`src/rtl/bcd_to_binary_if.sv`:
```
// BCD-to-binary converter handshake bundle.
// Master requests a conversion, slave returns the result.
interface bcd_to_binary_if;
    logic        start;
    logic [3:0]  d3;
    logic [3:0]  d2;
    logic [3:0]  d1;
    logic [3:0]  d0;
    logic [13:0] binary_out;
    logic        done;
    logic        busy;
    logic        err;

    modport master (
        output start,
        output d3,
        output d2,
        output d1,
        output d0,
        input  binary_out,
        input  done,
        input  busy,
        input  err
    );

    modport slave (
        input  start,
        input  d3,
        input  d2,
        input  d1,
        input  d0,
        output binary_out,
        output done,
        output busy,
        output err
    );
endinterface

```
`src/rtl/bcd_to_binary.sv`:
```
// Four-digit BCD to 14-bit binary, reverse double-dabble, 16 cycles.
// Optional BCD_DIGIT_CHECK_EN flags digits above 9 through err.
module bcd_to_binary (
    input  logic            clk,
    input  logic            n_rst,
    bcd_to_binary_if.slave  bus
);

    typedef enum logic [1:0] {
        IDLE,
        SHIFT,
        DONE
    } state_t;

    state_t      state;
    logic [15:0] bcd_q;
    logic [13:0] bin_q;
    logic [3:0]  cnt_q;
    logic [29:0] sh_raw;
    logic [29:0] sh_next;

`ifdef BCD_DIGIT_CHECK_EN
    logic        bad_q;
    logic        bad_in;

    // Any latched digit above 9 poisons this conversion.
    always_comb begin
        bad_in = (bus.d3 > 4'd9) | (bus.d2 > 4'd9) |
                 (bus.d1 > 4'd9) | (bus.d0 > 4'd9);
    end
`else
    assign bus.err = 1'b0;
`endif

    // One shift step: halve the whole word, then fix up BCD nibbles.
    always_comb begin
        sh_raw  = {bcd_q, bin_q} >> 1;
        sh_next = sh_raw;
        for (int k = 0; k < 4; k++) begin
            if (sh_raw[14 + 4*k +: 4] >= 4'd8) begin
                sh_next[14 + 4*k +: 4] = sh_raw[14 + 4*k +: 4] - 4'd3;
            end
        end
    end

    // Control FSM with registered result, done pulse and busy flag.
    always_ff @(posedge clk or negedge n_rst) begin
        if (!n_rst) begin
            state          <= IDLE;
            bcd_q          <= '0;
            bin_q          <= '0;
            cnt_q          <= '0;
            bus.binary_out <= '0;
            bus.done       <= 1'b0;
            bus.busy       <= 1'b0;
`ifdef BCD_DIGIT_CHECK_EN
            bad_q          <= 1'b0;
            bus.err        <= 1'b0;
`endif
        end else begin
            bus.done <= 1'b0;
            unique case (state)
                IDLE: begin
                    if (bus.start) begin
                        bcd_q    <= {bus.d3, bus.d2, bus.d1, bus.d0};
                        bin_q    <= '0;
                        cnt_q    <= '0;
                        bus.busy <= 1'b1;
                        state    <= SHIFT;
`ifdef BCD_DIGIT_CHECK_EN
                        bad_q    <= bad_in;
`endif
                    end
                end
                SHIFT: begin
                    bcd_q <= sh_next[29:14];
                    bin_q <= sh_next[13:0];
                    cnt_q <= cnt_q + 4'd1;
                    if (cnt_q == 4'd13) begin
                        state <= DONE;
                    end
                end
                DONE: begin
`ifdef BCD_DIGIT_CHECK_EN
                    bus.binary_out <= bad_q ? 14'd0 : bin_q;
                    bus.err        <= bad_q;
`else
                    bus.binary_out <= bin_q;
`endif
                    bus.done <= 1'b1;
                    bus.busy <= 1'b0;
                    state    <= IDLE;
                end
                default: begin
                    state <= IDLE;
                end
            endcase
        end
    end

endmodule

```
`src/flat_wrapper.sv`:
```
// flat-port wrapper written by rule: the top's interface ports become plain ports
module bcd_to_binary_flat 
  (clk, n_rst, bus_start, bus_d3, bus_d2, bus_d1, bus_d0, bus_binary_out, bus_done, bus_busy, bus_err);
  bcd_to_binary_if bus_i ();
  input  logic clk;
  input  logic n_rst;
  input wire logic [$bits(bus_i.start)-1:0] bus_start;
  input wire logic [$bits(bus_i.d3)-1:0] bus_d3;
  input wire logic [$bits(bus_i.d2)-1:0] bus_d2;
  input wire logic [$bits(bus_i.d1)-1:0] bus_d1;
  input wire logic [$bits(bus_i.d0)-1:0] bus_d0;
  output wire logic [$bits(bus_i.binary_out)-1:0] bus_binary_out;
  output wire logic [$bits(bus_i.done)-1:0] bus_done;
  output wire logic [$bits(bus_i.busy)-1:0] bus_busy;
  output wire logic [$bits(bus_i.err)-1:0] bus_err;
  assign bus_i.start = bus_start;
  assign bus_i.d3 = bus_d3;
  assign bus_i.d2 = bus_d2;
  assign bus_i.d1 = bus_d1;
  assign bus_i.d0 = bus_d0;
  assign bus_binary_out = bus_i.binary_out;
  assign bus_done = bus_i.done;
  assign bus_busy = bus_i.busy;
  assign bus_err = bus_i.err;
  bcd_to_binary u_core (.clk(clk), .n_rst(n_rst), .bus(bus_i));
endmodule
```
`config.mk`:
```
export PLATFORM = sky130hd
export DESIGN_NAME = bcd_to_binary_flat
export DESIGN_NICKNAME = d
export VERILOG_FILES = /design/src/rtl/bcd_to_binary_if.sv /design/src/rtl/bcd_to_binary.sv /design/src/flat_wrapper.sv
export SDC_FILE = /design/constraint.sdc
export NUM_CORES = 1
export LEC_CHECK = 0
export CORE_MARGIN = 4
export CORE_UTILIZATION = 57
export CTS_CLUSTER_DIAMETER = 120
export DETAILED_ROUTE_END_ITERATION = 12
export GPL_TIMING_DRIVEN = 0
export HOLD_SLACK_MARGIN = 0.15
export MAX_ROUTING_LAYER = met4
export PLACE_DENSITY = 0.95
export SYNTH_ARGS = -nofsm -noshare
export SYNTH_HDL_FRONTEND = slang
export SYNTH_SLANG_ARGS = --single-unit
```
`constraint.sdc`:
```
create_clock -name clk -period 2.35 [get_ports clk]
set_input_delay 0.705 -clock clk [delete_from_list [all_inputs] [get_ports clk]]
set_output_delay 0.705 -clock clk [all_outputs]
set_load 0.05 [all_outputs]
```
**Yosys cells after proc, flatten, opt, wreduce, memory -nomap -nowiden**

Index checks and enable logic that the tools add are counted.

- Flip-flop bits (word level): 52
- Latch bits: 0
- Bits in writable memories: 0
- ROM bits: 0
- Bits of input ports: 19
- Output and inout bits: 17
- Word-level logic and storage cells: 43
- Memories: 0

- Add/sub/neg operators: 5
- Multipliers: 0
- Divide/modulo/power cells: 0
- $lt $le $gt $ge: 4
- Equality and inequality tests: 5
- Shift operators: 0
- Multiplexer cells: 16
- Bitwise logic cells: 0
- Reductions and logical operators: 6

Operators with widths:

| kind | count |
|---|---|
| 16-bit one-hot mux with 2 select lines | 1 |
| 14-bit one-hot mux with 2 select lines | 1 |
| 4-bit 2-to-1 mux | 5 |
| 16-bit 2-to-1 mux | 1 |
| 14-bit 2-to-1 mux | 1 |
| 4-bit greater-or-equal comparator, second input constant | 3 |
| 4-bit by 2-bit subtractor with 4-bit output, second input constant | 3 |
| 4-bit one-hot mux with 2 select lines | 1 |
| 2-bit AND reduction | 3 |
| 4-bit by 1-bit adder with 4-bit output, second input constant | 1 |
| 4-bit == test, second input constant | 1 |
| 3-bit by 4-bit greater-or-equal comparator with 1-bit output, second input constant | 1 |
| 2-bit 2-to-1 mux | 2 |
| 2-bit one-hot mux with 2 select lines | 1 |
| 2-bit nonzero test | 2 |
| 3-bit by 2-bit subtractor with 4-bit output, second input constant | 1 |
| 2-bit by 1-bit == test with 1-bit output, second input constant | 1 |
| 2-bit == test, second input constant | 1 |
| 2-bit zero test | 1 |
| 1-bit 2-to-1 mux | 2 |
| 2-bit by 1-bit != test with 1-bit output, second input constant | 1 |
| 2-bit != test, second input constant | 1 |
| 1-bit one-hot mux with 2 select lines | 1 |

**Logic depth before layout (Yosys ltp)**

Gate-level depths: netlist of the first run.

- Depth in word-level cells: 3
- Depth in mapped cells: 6
- Gate-level depth less buffers: 5

**Least setup slack after synthesis of the first run**

OpenSTA, ideal clock, no wires.

- Kind: input -> register
- Start point: in bus_start
- End point: reg u_core.bcd_q[10]
- Library setup time: 0.126 ns
- Arrival time: 1.438 ns
- Data required time: 2.224 ns
- Slack: 0.786 ns
- Stages: 4
- Path buffers: 1
- Cells stage by stage: buf_2 > or3b_1 > o22ai_1 > a21oi_1

- Word-level cells in the longest chain between the ends: 2

Ends and longest elaborated chain:

| element | line | RTL |
|---|---|---|
| start, declared | flat_wrapper.sv:7 | `input wire logic [$bits(bus_i.start)-1:0] bus_start;` |
| 2-bit != test (no source line) | -- |  |
| 2-bit AND reduction (no source line) | -- |  |
| end signal, assigned | bcd_to_binary.sv:65 | `bcd_q <= {bus.d3, bus.d2, bus.d1, bus.d0};` |
| end signal, assigned | bcd_to_binary.sv:76 | `bcd_q <= sh_next[29:14];` |
| end, declared | bcd_to_binary.sv:16 | `logic [15:0] bcd_q;` |

No other way between the ends.
A chain may end at the register's enable or synchronous reset.

**Worst setup path after layout of the first run**

- Start point: reg u_core.bus.binary_out[10]
- End point: out bus_binary_out[10]

RTL lines:

| element | line | RTL |
|---|---|---|
| start, declared | bcd_to_binary_if.sv:32 | `output binary_out,` |
| start signal, assigned | bcd_to_binary.sv:88 | `bus.binary_out <= bin_q;` |
| end, declared | flat_wrapper.sv:12 | `output wire logic [$bits(bus_i.binary_out)-1:0] bus_binary_out;` |

No word-level cell between the ends.

==> results of run 1 <==
-- synth_stat cells, drive strengths merged, types with 2 or more instances --
cell type  number
nand3           2
mux2           15
a221o           2
dfrtp          52
nand3b          2
xnor2           4
inv             8
nand2          11
a41oi           2
nor2            8
a21oi           8
o21ai          11
a22o           16
nor3b           2
ha              8
nor2b           6
buf            13
xor2            2
nand2b          3
o211a           3
a22oi           2
o22ai           7
-- cell type report --
cell class / instances / area [sq um] / share of cell area
Inverter: 8 / 30.03 / 0.01039
Multi-Input combinational cell: 123 / 964.7 / 0.3339
Buffer: 14 / 103.9 / 0.03595
Timing Repair Buffer: 34 / 345.3 / 0.1195
Clock inverter: 2 / 12.51 / 0.004331
Sequential cell: 52 / 1301 / 0.4504
Tap cell: 50 / 62.56 / 0.02165
Clock buffer: 5 / 68.82 / 0.02382
-- final timing paths --
check | startpoint | to | slack, ns | cells after the start
max | u_core.bus.binary_out[10]$_DFFE_PN0P_ | bus_binary_out[10] | 0.15 | 1
min | n_rst | u_core.bcd_q[14]$_DFFE_PN0P_ | 0.34 | 1
max reg2reg | u_core.state[0]$_DFFE_PN0P_ | u_core.bcd_q[6]$_DFFE_PN0P_ | 0.87 | 5
min reg2reg | u_core.bcd_q[0]$_DFFE_PN0P_ | u_core.bcd_q[0]$_DFFE_PN0P_ | 0.50 | 2
max in group asynchronous | n_rst | u_core.bin_q[5]$_DFFE_PN0P_ | 1.48 | 2
min in group clk | u_core.bcd_q[0]$_DFFE_PN0P_ | u_core.bcd_q[0]$_DFFE_PN0P_ | 0.50 | 2
-- layer usage --
| layer | vias up | GRT usage |
|---|---|---|
| met4 | 0 | 0.08607 |
| met2 | 47 | 0.2976 |
| met5 | - | - |
| met1 | 826 | 0.2875 |
| met3 | 9 | 0.03857 |
| li1 | 777 | - |
-- flip-flops by register name, indices dropped and copies added (netlist names) --
register	cells
u_core.cnt_q	4
u_core.state	2
u_core.bcd_q	16
u_core.bus.busy	1
u_core.bus.done	1
u_core.bin_q	14
u_core.bus.binary_out	14
-- per-stage QoR --
stage	instance area, sq um	worst slack, ns	hold WS [ns]
finish	2889	0.1550	0.3353
global route	2889	0.1039	0.3656
CTS	2889	0.1243	0.3495
detailed placement	2808	0.4706	0.4757
global placement	2793	-0.8432	0.4694
floorplan	2400	0.7858	0.4094
-- logic make-up after synthesis --
logic type | Yosys count | synth area share
AO/OA/AOI/OAI | 57 | 0.1752
flip-flops | 52 | 0.5422
AND/OR/NAND/NOR | 36 | 0.07716
buffers and inverters | 22 | 0.05578
multiplexers | 15 | 0.08446
adder cells (fa/ha/maj) | 8 | 0.04171
XOR/XNOR | 6 | 0.02190
other | 1 | 0.001563
-- where the power goes --
group / switching (uW) / internal (uW) / total, uW
clock: 285 / 202 / 488
combinational: 965 / 845 / 1810
sequential: 333 / 1260 / 1600
total: 1580 / 2310 / 3900
==> results.txt, run 1 <==
----------------------------------------------------
[Timing]
  Min cycle time layout ... 2.195 ns
  Clock skew ... 0.008140 ns
  Slew Limit Fails ... 0
  Highest clock frequency the design can meet ... 0.4556 GHz
  Total Negative Setup Slacks ... 0 ns
  Setup Viol. Count Final ... 0
  Period utilisation layout ... 0.9341
  Slew at the pin with the worst max-slew slack ... 0.5042 ns
  Slew Limit Headroom ... 0.6628
  Setup repair after global routing missed its margin ... no
  Final hold viol count ... 0

[CTS]
  Root Buffer ... clkbuf_8
  Clk_lat worst skew ... 0.31 ns
  Clock Sinks ... 52
  TritonCTS clock tree ... done
  Num CTS Buffers ... 5
  H-Tree Level Count ... 2
  CTS resizes ... 0
  Clock-pin slew on the worst setup and hold paths ... 0.09 ns
  Hold buffer count at cts ... 0
  Count of buffers added by post-CTS timing repair for setup ... 0
  CTS max path bufs ... 2

[Detailed routing]
  Sum of routed wire length over all layers ... 4830 microns
  Vias post-DR ... 1,659
  DRC Markers ... 0
  Highest metal layer used by the detailed router ... met4
  Average vias per placed instance ... 5.760
  Met1 Routed Length ... 2273 microns
  Length of routed met2 wiring ... 2225 microns
  First-pass detailed-route iteration total ... 4
  Detail Route Antenna Nets ... 0
  First DRT Iteration DRCs ... 157
  Wire per inst ... 16.77 microns
  Met3 Routed Length ... 219 microns

[Die]
  Die Outline Area ... 5312 sq um
  Die Width ... 72.89 microns
  Core outline area ... 4029 sq um
  Row Count ... 23
  Num ports ... 36
  Effective utilization at floorplan ... 0.5957
  Die extent in y ... 72.89 microns

[Layout]
  Most common cell after layout, fill and taps aside ... dfrtp_1
  Finished Core Util ... 0.7171
  Diode insertion count for antenna repair ... 0
  Final non-filler cell total ... 288
  Number of nets in the layout ... 265
  Synth-to-layout area growth ... 20.39%
  Most frequent cells in the layout ... dfrtp_1 (52), clkdlybuf4s50_1 (32), a22o_1 (16)
  Filler Cell Count ... 296
  Fraction of layout instances using a drive strength above 1 ... 0.1639

[Worst setup path]
  Path type of the worst setup path ... reg -> out
  Worst path required time ... 1.64 ns
  Critical path's slowest cell ... clkdlybuf4s50_1
  Slowest stage delay, CP ... 0.81 ns
  Worst setup EP type ... output pin
  Startpoint class of the critical path ... flop
  Largest delay share family, worst path ... buffers and inverters
  Critical Path, Cell by Cell ... clkdlybuf4s50_1
  CP max FO ... 2
  Number of buffer and inverter instances along the worst setup path ... 1
  Data arrival time at the worst-slack endpoint ... 1.49 ns

[Logic synthesis]
  Mean cell area of the mapped netlist ... 12.18 sq um
  Post-Synthesis Net Count ... 224
  Area of the mapped netlist ... 2400 sq um
  Number of instances in the synthesized netlist ... 197
  Cell taking the most area after synthesis ... dfrtp_1
  Area fraction of the dominant cell type after synthesis ... 0.5422
  Most used flip-flop cell after synthesis ... dfrtp_1
  Asr flop ratio synth ... 1.000
  Yosys warns ... 0
  Count of flip-flops with a built-in enable after synthesis ... 0
  Register bit total from synthesis ... 52
  Cell variety after synth ... 36
  Top area cells in the synthesized netlist ... dfrtp_1 (54%), a22o_1 (5.8%), mux2_4 (5.6%), ha_1 (4.2%), mux2_2 (2.8%)
  Sequential cell area fraction in the yosys report ... 0.5422

[Global route]
  Via count of the first global-routing pass ... 1,601
  Maximum number of pins on one net before global-route repair ... 35
  GRT Total Usage ... 0.2061
  Wire length of the first global-routing pass ... 7955 microns
  Sum of overflow across all layers after global routing ... 0
  Initial antenna violation count ... 0

[Worst hold path]
  Hold Path Class ... in -> async

[Status]
  Run status ... finished, final reports clean

[Job]
  Count of max-cap constraint violations ... 0

[Pwr]
  Power per unit of standard cell area ... 1348 nW/um^2
  Design Power ... 3895 uW
  Maximum vdd ir drop ... 0.0006736 V
  LEAKAGE ... 0.001375 uW

[Placement]
  DP HPWL ... 3436 microns
  Placed insts ... 281
  GP Congestion ... 0.8822
  Count of input and output buffers ... 33

----------------------------------------------------
Power figures use the tool's default switching activity.
==> inputs of run 2 (changes only) <==
CORE_MARGIN = 2   (was 4)
==> results.txt, run 2 (synthesis gave the netlist of run 1 again) <==
----------------------------------------------------
[Placement]
  Pre-CTS setup slack ... 0.4846 ns
  GP Congestion ... 0.8148
  Count of input and output buffers ... 33
  DP HPWL ... 3227 microns
  Placed insts ... 281

[Worst setup path]
  Number of buffer and inverter instances along the worst setup path ... 1
  Data arrival time at the worst-slack endpoint ... 1.51 ns
  Critical path's slowest cell ... clkdlybuf4s50_1
  CP max FO ... 2
  Critical Path, Cell by Cell ... clkdlybuf4s50_1
  Worst setup EP type ... output pin
  Worst path required time ... 1.64 ns
  Startpoint class of the critical path ... flop
  Largest delay share family, worst path ... buffers and inverters
  Slowest stage delay, CP ... 0.81 ns
  Worst setup startpoint ... u_core.bus.binary_out[10]$_DFFE_PN0P_
  Path type of the worst setup path ... reg -> out
  Startpoint of the lowest-slack register-to-register path ... u_core.state[1]$_DFFE_PN0P_

[Layout]
  Fraction of layout instances using a drive strength above 1 ... 0.1632
  Number of nets in the layout ... 265
  Synth-to-layout area growth ... 20.70%
  Most frequent cells in the layout ... dfrtp_1 (52), clkdlybuf4s50_1 (32), a22o_1 (16)
  Registers with the most flip-flops ... u_core.bcd_q x16, u_core.bin_q x14, u_core.bus.binary_out x14
  Most common cell after layout, fill and taps aside ... dfrtp_1
  Diode insertion count for antenna repair ... 0
  Max FFs per register ... 16
  Largest register by flop count ... u_core.bcd_q
  Final non-filler cell total ... 289

[Detailed routing]
  Wire per inst ... 16.57 microns
  Vias post-DR ... 1,669
  First DRT Iteration DRCs ... 118
  Detail Route Antenna Nets ... 0
  DRC Markers ... 0
  Sum of routed wire length over all layers ... 4788 microns
  First-pass detailed-route iteration total ... 4
  Average vias per placed instance ... 5.775

[CTS]
  Clock Sinks ... 52
  Root Buffer ... clkbuf_8
  Count of buffers added by post-CTS timing repair for setup ... 0
  H-Tree Level Count ... 2
  TritonCTS clock tree ... done
  Num CTS Buffers ... 5
  Hold buffer count at cts ... 0
  CTS max path bufs ... 2
  CTS resizes ... 0
  Clock-pin slew on the worst setup and hold paths ... 0.09 ns
  Clk_lat worst skew ... 0.31 ns

[Timing]
  Slew at the pin with the worst max-slew slack ... 0.4991 ns
  Final hold viol count ... 0
  Setup repair after global routing missed its margin ... no
  Min cycle time layout ... 2.211 ns
  Crit path setup slack, layout ... 0.1388 ns
  Period utilisation layout ... 0.9409
  Hold WS ... 0.3464 ns
  Highest clock frequency the design can meet ... 0.4522 GHz
  Setup Viol. Count Final ... 0
  Slew Limit Headroom ... 0.6662
  Slew Limit Fails ... 0
  Clock skew ... 0.004514 ns

[Die]
  Core outline area ... 4029 sq um
  Die extent in y ... 68.89 microns
  Num ports ... 36
  Row Count ... 23
  Die Outline Area ... 4745 sq um
  Die Width ... 68.89 microns
  Effective utilization at floorplan ... 0.5957

[Global route]
  Sum of overflow across all layers after global routing ... 0
  Maximum number of pins on one net before global-route repair ... 31
  GRT Total Usage ... 0.2306
  Wire length of the first global-routing pass ... 7541 microns
  Initial antenna violation count ... 0
  Via count of the first global-routing pass ... 1,602

[Worst hold path]
  Hold Path Class ... in -> async

[Job]
  Count of max-cap constraint violations ... 0

[Pwr]
  Portion of total power attributed to the clock network ... 0.130
  Part of the total power dissipated in sequential elements ... 0.406
  Net switching power ... 1618 uW
  Cell internal pwr ... 2320 uW
  Power per unit of standard cell area ... 1359 nW/um^2
  Maximum vdd ir drop ... 0.0005791 V
  LEAKAGE ... 0.001376 uW
  Net switching fraction of the power ... 0.4109
  Part of the total power dissipated in combinational logic ... 0.464

[Status]
  Run status ... finished, final reports clean

----------------------------------------------------
[run 2: metal layers]
| layer | part of all wire | wire length [microns] | vias up | GRT usage |
|---|---|---|---|---|
| li1 | - | - | 780 | - |
| met3 | 0.049 | 237 | 9 | 0.05519 |
| met1 | 0.45 | 2164 | 834 | 0.3122 |
| met2 | 0.48 | 2308 | 46 | 0.3329 |
| met4 | 0.016 | 78 | 0 | 0.1005 |
| met5 | 0 | 0 | - | - |
[run 2: cell type report]
class	count	area (sq um)
plain buffers	14	103.9
inverters	8	30.03
well taps	50	62.56
flip-flops and latches	52	1301
repair buffers	34	345.3
clock inverters	2	16.27
clock buffers	6	72.57
fillers	284	1132
multi-input cells	123	964.7
[run 2: worst paths after layout]
path | cells after the start | slack (ns) | endpoint
max | 1 | 0.14 | bus_binary_out[10]
max in group asynchronous | 2 | 1.48 | u_core.bus.binary_out[4]$_DFFE_PN0P_
max reg2reg | 5 | 0.87 | u_core.bcd_q[12]$_DFFE_PN0P_
min reg2reg | 2 | 0.50 | u_core.bcd_q[0]$_DFFE_PN0P_
min | 1 | 0.35 | u_core.bcd_q[13]$_DFFE_PN0P_
min in group clk | 2 | 0.50 | u_core.bcd_q[0]$_DFFE_PN0P_
[run 2: per-stage QoR]
| stage | total power (uW) | utilization | cell area [sq um] | TNS, ns |
|---|---|---|---|---|
| floorplan | 2897 | - | 2400 | 0 |
| global placement | 3322 | 0.6932 | 2793 | -43.46 |
| detailed placement | 3423 | 0.6969 | 2808 | 0 |
| CTS | 3945 | 0.7189 | 2897 | 0 |
| global route | 4202 | 0.7189 | 2897 | 0 |
| finish | 3938 | 0.7189 | 2897 | 0 |
[run 2: power groups by stage]
stage,combinational (uW),sequential [uW],clock (uW)
floorplan,1090,1810,0
global placement,1740,1580,0
detailed placement,1820,1600,0
CTS,1840,1590,515
global route,2010,1640,549
finish,1830,1600,512
==> RTL change 1: new RTL, config.mk and constraints of run 1 <==
Re-encode `state_t` (3 states) as one-hot, 3 bits wide.
--- a/src/rtl/bcd_to_binary.sv
+++ b/src/rtl/bcd_to_binary.sv
@@ -7,8 +7,8 @@
 );
 
-    typedef enum logic [1:0] {
-        IDLE,
-        SHIFT,
-        DONE
+    typedef enum logic [2:0] {
+        IDLE  = 3'b001,
+        SHIFT = 3'b010,
+        DONE  = 3'b100
     } state_t;
 
Behaviour: no difference found for any inputs over 10 cycles, from zero or initial values and one cycle with n_rst low; not proved beyond that.
==> RTL change 1 against run 1 <==
  * Cell area grew 0.52%
  * Worst hold slack improved by 0.069 ns
  * Register-to-register slack lost 0.38 ns
  * Synthesized area fell by 0.16%
  * Utilization is 0.37 points higher
  * Sequential share of layout area grew 0.67 points
  * Final cell count up 0.35%
  * Sequential cell count is 1 higher
  * Worst setup slack lost 0.016 ns
  * Global-route usage decreased by 0.17 points
  * Wire length is 2.0% lower
Power is not compared: it rests on default switching activity, and its combinational part moved more than twofold at a synthesized area within 25%.
==> RTL change 1: results (changes against run 1) <==
| Metric | Value |
|---|---|
| Outcome | completed (unchanged) |
| First-iteration detailed-routing DRC count | 131 (was 157) |
| Total CTS buffers | 5 (unchanged) |
| Seq/Total Area, Yosys | 55.4% (was 54.2%) |
| Crit-path leading delay family | buffers and inverters (unchanged) |
| DRT Pass-1 Iters | 4 (unchanged) |
| Largest registers | u_core.bcd_q (16), u_core.bin_q (14), u_core.bus.binary_out (14) (unchanged) |
| Leakage | between 1 and 1.5 nW |
| Max incr delay on CP | ~0.82 ns |
| Largest net degree at the start of global routing | 29 (was 35) |
| DR WL/cell | 16.4 um (was 16.8 um) |
| Gr usage total | 20.4% (was 20.6%) |
| Critical path fanouts, max | 2 (unchanged) |
| Wl on met1 | 2030 um (was 2270 um) |
| Hold/Removal Path Class | input port to asynchronous set/reset pin (unchanged) |
| VDD IR-drop max | just over 0.6 mV |
| Total Nets Final | 265 (unchanged) |
| Max stage delay cell, worst path | clkdlybuf4s50_1 (unchanged) |
| Depth of the CTS H-tree | 2 (unchanged) |
| Ant diodes | 0 (unchanged) |
| WL met2 | 2350 um (was 2230 um) |
| Fillers | 282 (was 296) |
| Clock Latency Late Sink | 0.31 ns (about the same) |
| Count of different cell masters after synthesis | 35 (was 36) |
| CP Data Arrival Time | 1.51 ns (was 1.49 ns) |
| First-pass GRT wire length | 8230 um (was 7960 um) |
| Synthesis warning total | 0 (unchanged) |
| Mapped Nets | 223 (was 224) |
| Final Skew | 0.0111 ns (was 0.00814 ns) |
| Clk buf depth | 2 (unchanged) |
| Post-CTS Resized | 0 (unchanged) |
| Post-CTS setup buffers | 0 (unchanged) |
| Post-synth top flop | dfrtp_1 (unchanged) |
| Top cells by count, synth | dfrtp_1 (52), a22o_1 (15), mux2_2 (15) (was dfrtp_1 (52), a22o_1 (16), nand2_1 (11), o21ai_0 (11), mux2_4 (9)) |
| Vias after detailed routing | 1686 (was 1659) |
| Clock transition at path regs | ~0.10 ns |
| Synth top area cells | dfrtp_1 (54%), mux2_2 (7.0%), a22o_1 (5.5%) (was dfrtp_1 (54%), a22o_1 (5.8%), mux2_4 (5.6%)) |
| Async SR Flop Fraction | 100% (unchanged) |
| Layout cells sized above 1 | 15.9% (was 16.4%) |
| WL met3 | 305 um (was 219 um) |
| Dpl hpwl | 3250 um (was 3440 um) |
| Placer Congestion | 0.801 (was 0.882) |
| Top Layer Used | met4 (unchanged) |
| Dpl ws | -0.0782 ns (was 0.471 ns) |
| Max reg flops | 16 (unchanged) |
| Rel. slew slack | 57.4% (was 66.3%) |
| Antenna violations before repair | 0 (unchanged) |
| Root buf cell | clkbuf_8 (unchanged) |
| Vias in the first global route | 1763 (was 1601) |
| PortBufs | 34 (was 33) |
[RTL change 1: where the power goes]
group | switching (W) | internal, W | leakage [nW]
registers | 0.000208 | 0.00110 | 0.698
clock network | 0.000307 | 0.000212 | 0.0445
logic | 0.000455 | 0.000399 | 0.653
[RTL change 1: cell type report]
type | count | area share (%)
tap | 50 | 2.15
buffer | 12 | 2.20
sequential | 53 | 45.7
multi-input combinational | 121 | 33.3
inverter | 10 | 1.29
clock buffer | 5 | 2.37
clock inverter | 3 | 0.732
timing repair buffer | 35 | 12.2
[RTL change 1: cell families (layout without fill, tap and decap cells)]
family                     count (synthesis)  count (layout)  share of synthesized area, %
DFF                                       53              53                          55.4
AOI/OAI and AO/OA                         41              41                          13.2
and+or+nand+nor                           39              39                          8.98
muxes                                     26              26                          11.6
buffers and inverters                     22              65                          4.23
adders and majority gates                  8               8                          4.18
xor gates and xnor gates                   6               6                          2.19
other                                      1               1                         0.157
[RTL change 1: final timing paths]
| check | start | to | slack (ns) | cells after the start |
|---|---|---|---|---|
| worst max register to register | u_core.state[1] | u_core.bus.binary_out[8] | 0.49 | 3 |
| worst min register to register | u_core.bcd_q[15] | u_core.bcd_q[15] | 0.51 | 1 |
| min in group clk | u_core.bcd_q[15] | u_core.bcd_q[15] | 0.51 | 1 |
| worst min-delay path | n_rst | u_core.bus.binary_out[1] | 0.40 | 1 |
| max in group asynchronous | n_rst | u_core.state[0] | 1.31 | 2 |
| worst max-delay path | u_core.bus.binary_out[6] | bus_binary_out[6] | 0.14 | 1 |
[RTL change 1: stage by stage]
| stage | power (W) | cell area (um^2) | util (%) | cells | TNS [ns] |
|---|---|---|---|---|---|
| after floorplan | 0.00192 | 2400 | - | 196 | 0 |
| after global placement | 0.00212 | 2800 | 69.5 | 280 | -47.11 |
| after detailed placement | 0.00217 | 2810 | 69.8 | 281 | -0.603 |
| after CTS | 0.00269 | 2900 | 72.1 | 289 | 0 |
| after global routing | 0.00288 | 2900 | 72.1 | 289 | 0 |
| final | 0.00268 | 2900 | 72.1 | 289 | 0 |
[RTL change 1: routing by layer]
| metal | GRT usage [%] | up-vias |
|---|---|---|
| met5 | - | - |
| met4 | 5.74 | 0 |
| met3 | 5.65 | 8 |
| met2 | 31.9 | 61 |
| met1 | 26.4 | 841 |
| li1 | - | 776 |
==> RTL change 2: new RTL, config.mk and constraints of run 1 <==
Without the edit above. Build with the macro `BCD_DIGIT_CHECK_EN` defined.
--- a/src/rtl/bcd_to_binary.sv
+++ b/src/rtl/bcd_to_binary.sv
@@ -1,4 +1,6 @@
 // Four-digit BCD to 14-bit binary, reverse double-dabble, 16 cycles.
 // Optional BCD_DIGIT_CHECK_EN flags digits above 9 through err.
+`define BCD_DIGIT_CHECK_EN
+
 module bcd_to_binary (
     input  logic            clk,
Function: no difference found for any inputs over 10 cycles, from zero or initial values and one cycle with n_rst low; that may be too few to reach the edited logic, so the function may still have changed.
==> RTL change 2 against run 1 <==
  * Synthesized area is 8.3% higher
  * Worst setup slack improved by 0.0017 ns
  * First-iteration DRC count is 26% lower
  * Power down 2.1%
  * Sequential cell count increased by 2
  * Cell area is 8.1% higher
  * Synthesized cell count is 25% higher
  * Global-route usage grew 0.58 points
  * Wire length is 8.6% higher
  * Worst hold slack better by 0.066 ns
  * Count of clock-buffer cells in the layout unchanged
  * Critical path type unchanged
  * Largest cell class unchanged
==> RTL change 2: results (changes against run 1) <==
| Metric | Value |
|---|---|
| Layout cells sized above 1 | 12.4% (was 16.4%) |
| Met3 GRT Util | 4.49% (was 3.86%) |
| Largest net degree at the start of global routing | 29 (was 35) |
| Dpl hpwl | 3890 um (was 3440 um) |
| Clock Power | 0.000530 W (was 0.000488 W) |
| Top cells by count, synth | dfrtp_1 (54), nand2_1 (30), nand2b_1 (15) (was dfrtp_1 (52), a22o_1 (16), nand2_1 (11), o21ai_0 (11), mux2_4 (9)) |
| Wl on met1 | 2280 um (was 2270 um) |
| Gr usage total | 21.2% (was 20.6%) |
| R2r endpoint | u_core.bad_q (was u_core.bcd_q[6]) |
| Synthesis warning total | 0 (unchanged) |
| R2R Setup Slk | 0.96 ns (was 0.87 ns) |
| PortBufs | 35 (was 33) |
| Mapped Nets | 273 (was 224) |
| Placer Congestion | 0.917 (was 0.882) |
| Outcome | completed (unchanged) |
| RR Startpoint | u_core.state[1] (was u_core.state[0]) |
| WL met3 | 312 um (was 219 um) |
| DP Cell Count | 334 (was 281) |
| First-pass GRT wire length | 8810 um (was 7960 um) |
| Mux contribution to synthesized area | 2.79% (was 8.45%) |
| Post-CTS Resized | 0 (unchanged) |
| Synth Area per Inst | 10.6 um^2 (was 12.2 um^2) |
| Leakage | 1.41 nW (was 1.37 nW) |
| Fillers | 314 (was 296) |
| Final worst slack | 0.157 ns (was 0.155 ns) |
| Count of different cell masters after synthesis | 34 (was 36) |
| Total placed instance area | 0.00303 mm^2 (was 0.00281 mm^2) |
| WL met2 | 2550 um (was 2230 um) |
| Crit-path leading delay family | buffers and inverters (unchanged) |
| Adder-cell share of the synthesized area | 3.85% (was 4.17%) |
| Post-synthesis xor/xnor area fraction | 2.36% (was 2.19%) |
| Seq/Total Area, Yosys | 52.0% (was 54.2%) |
| Critical Path End | bus_binary_out[2] (was bus_binary_out[10]) |
| Root buf cell | clkbuf_8 (unchanged) |
| Rel. slew slack | 57.8% (was 66.3%) |
| Dpl ws | 0.251 ns (was 0.471 ns) |
| Vias in the first global route | 1896 (was 1601) |
| Post-Layout Cell Count | 342 (was 288) |
| Crit path from | u_core.bus.binary_out[2] (was u_core.bus.binary_out[10]) |
| Post-synthesis compound-gate area fraction | 20.3% (was 17.5%) |
| Total Nets Final | 316 (was 265) |
| Final Skew | 0.0102 ns (was 0.00814 ns) |
| VDD IR-drop max | 0.651 mV (was 0.674 mV) |
| WHS | 0.401 ns (was 0.335 ns) |
| Vias after detailed routing | 1972 (was 1659) |
| Comb pwr share | 46.0% (was 46.5%) |
| First-iteration detailed-routing DRC count | 116 (was 157) |
| Pwr Total | 0.00381 W (was 0.00390 W) |
| Synth top area cells | dfrtp_1 (52%), a22o_1 (4.7%), nand2_1 (4.3%) (was dfrtp_1 (54%), a22o_1 (5.8%), mux2_4 (5.6%)) |
==> RTL change 2: changes by cell type after synthesis, sizes merged, moves of 4 or more <==
cell,change
mux2i,+5
nand2,+19
nand2b,+14
inv,+4
o21ai,+13
mux2,-13
==> RTL change 2: layout make-up <==
type / instances / area (um^2) / area share, %
plain buffers: 17 / 110 / 3.53
clock buffers: 5 / 68.8 / 2.20
clock inverters: 3 / 23.8 / 0.761
inverters: 12 / 45.0 / 1.44
multi-input cells: 163 / 1090 / 35.0
flip-flops and latches: 54 / 1350 / 43.3
well taps: 52 / 65.1 / 2.08
repair buffers: 36 / 365 / 11.7
==> RTL change 2: cells by family after synthesis <==
family          count (synthesis)
fa+ha+maj                       8
flops                          54
xor+xnor                        7
compound gates                 73
mux                             7
buf+inv                        29
simple gates                   68
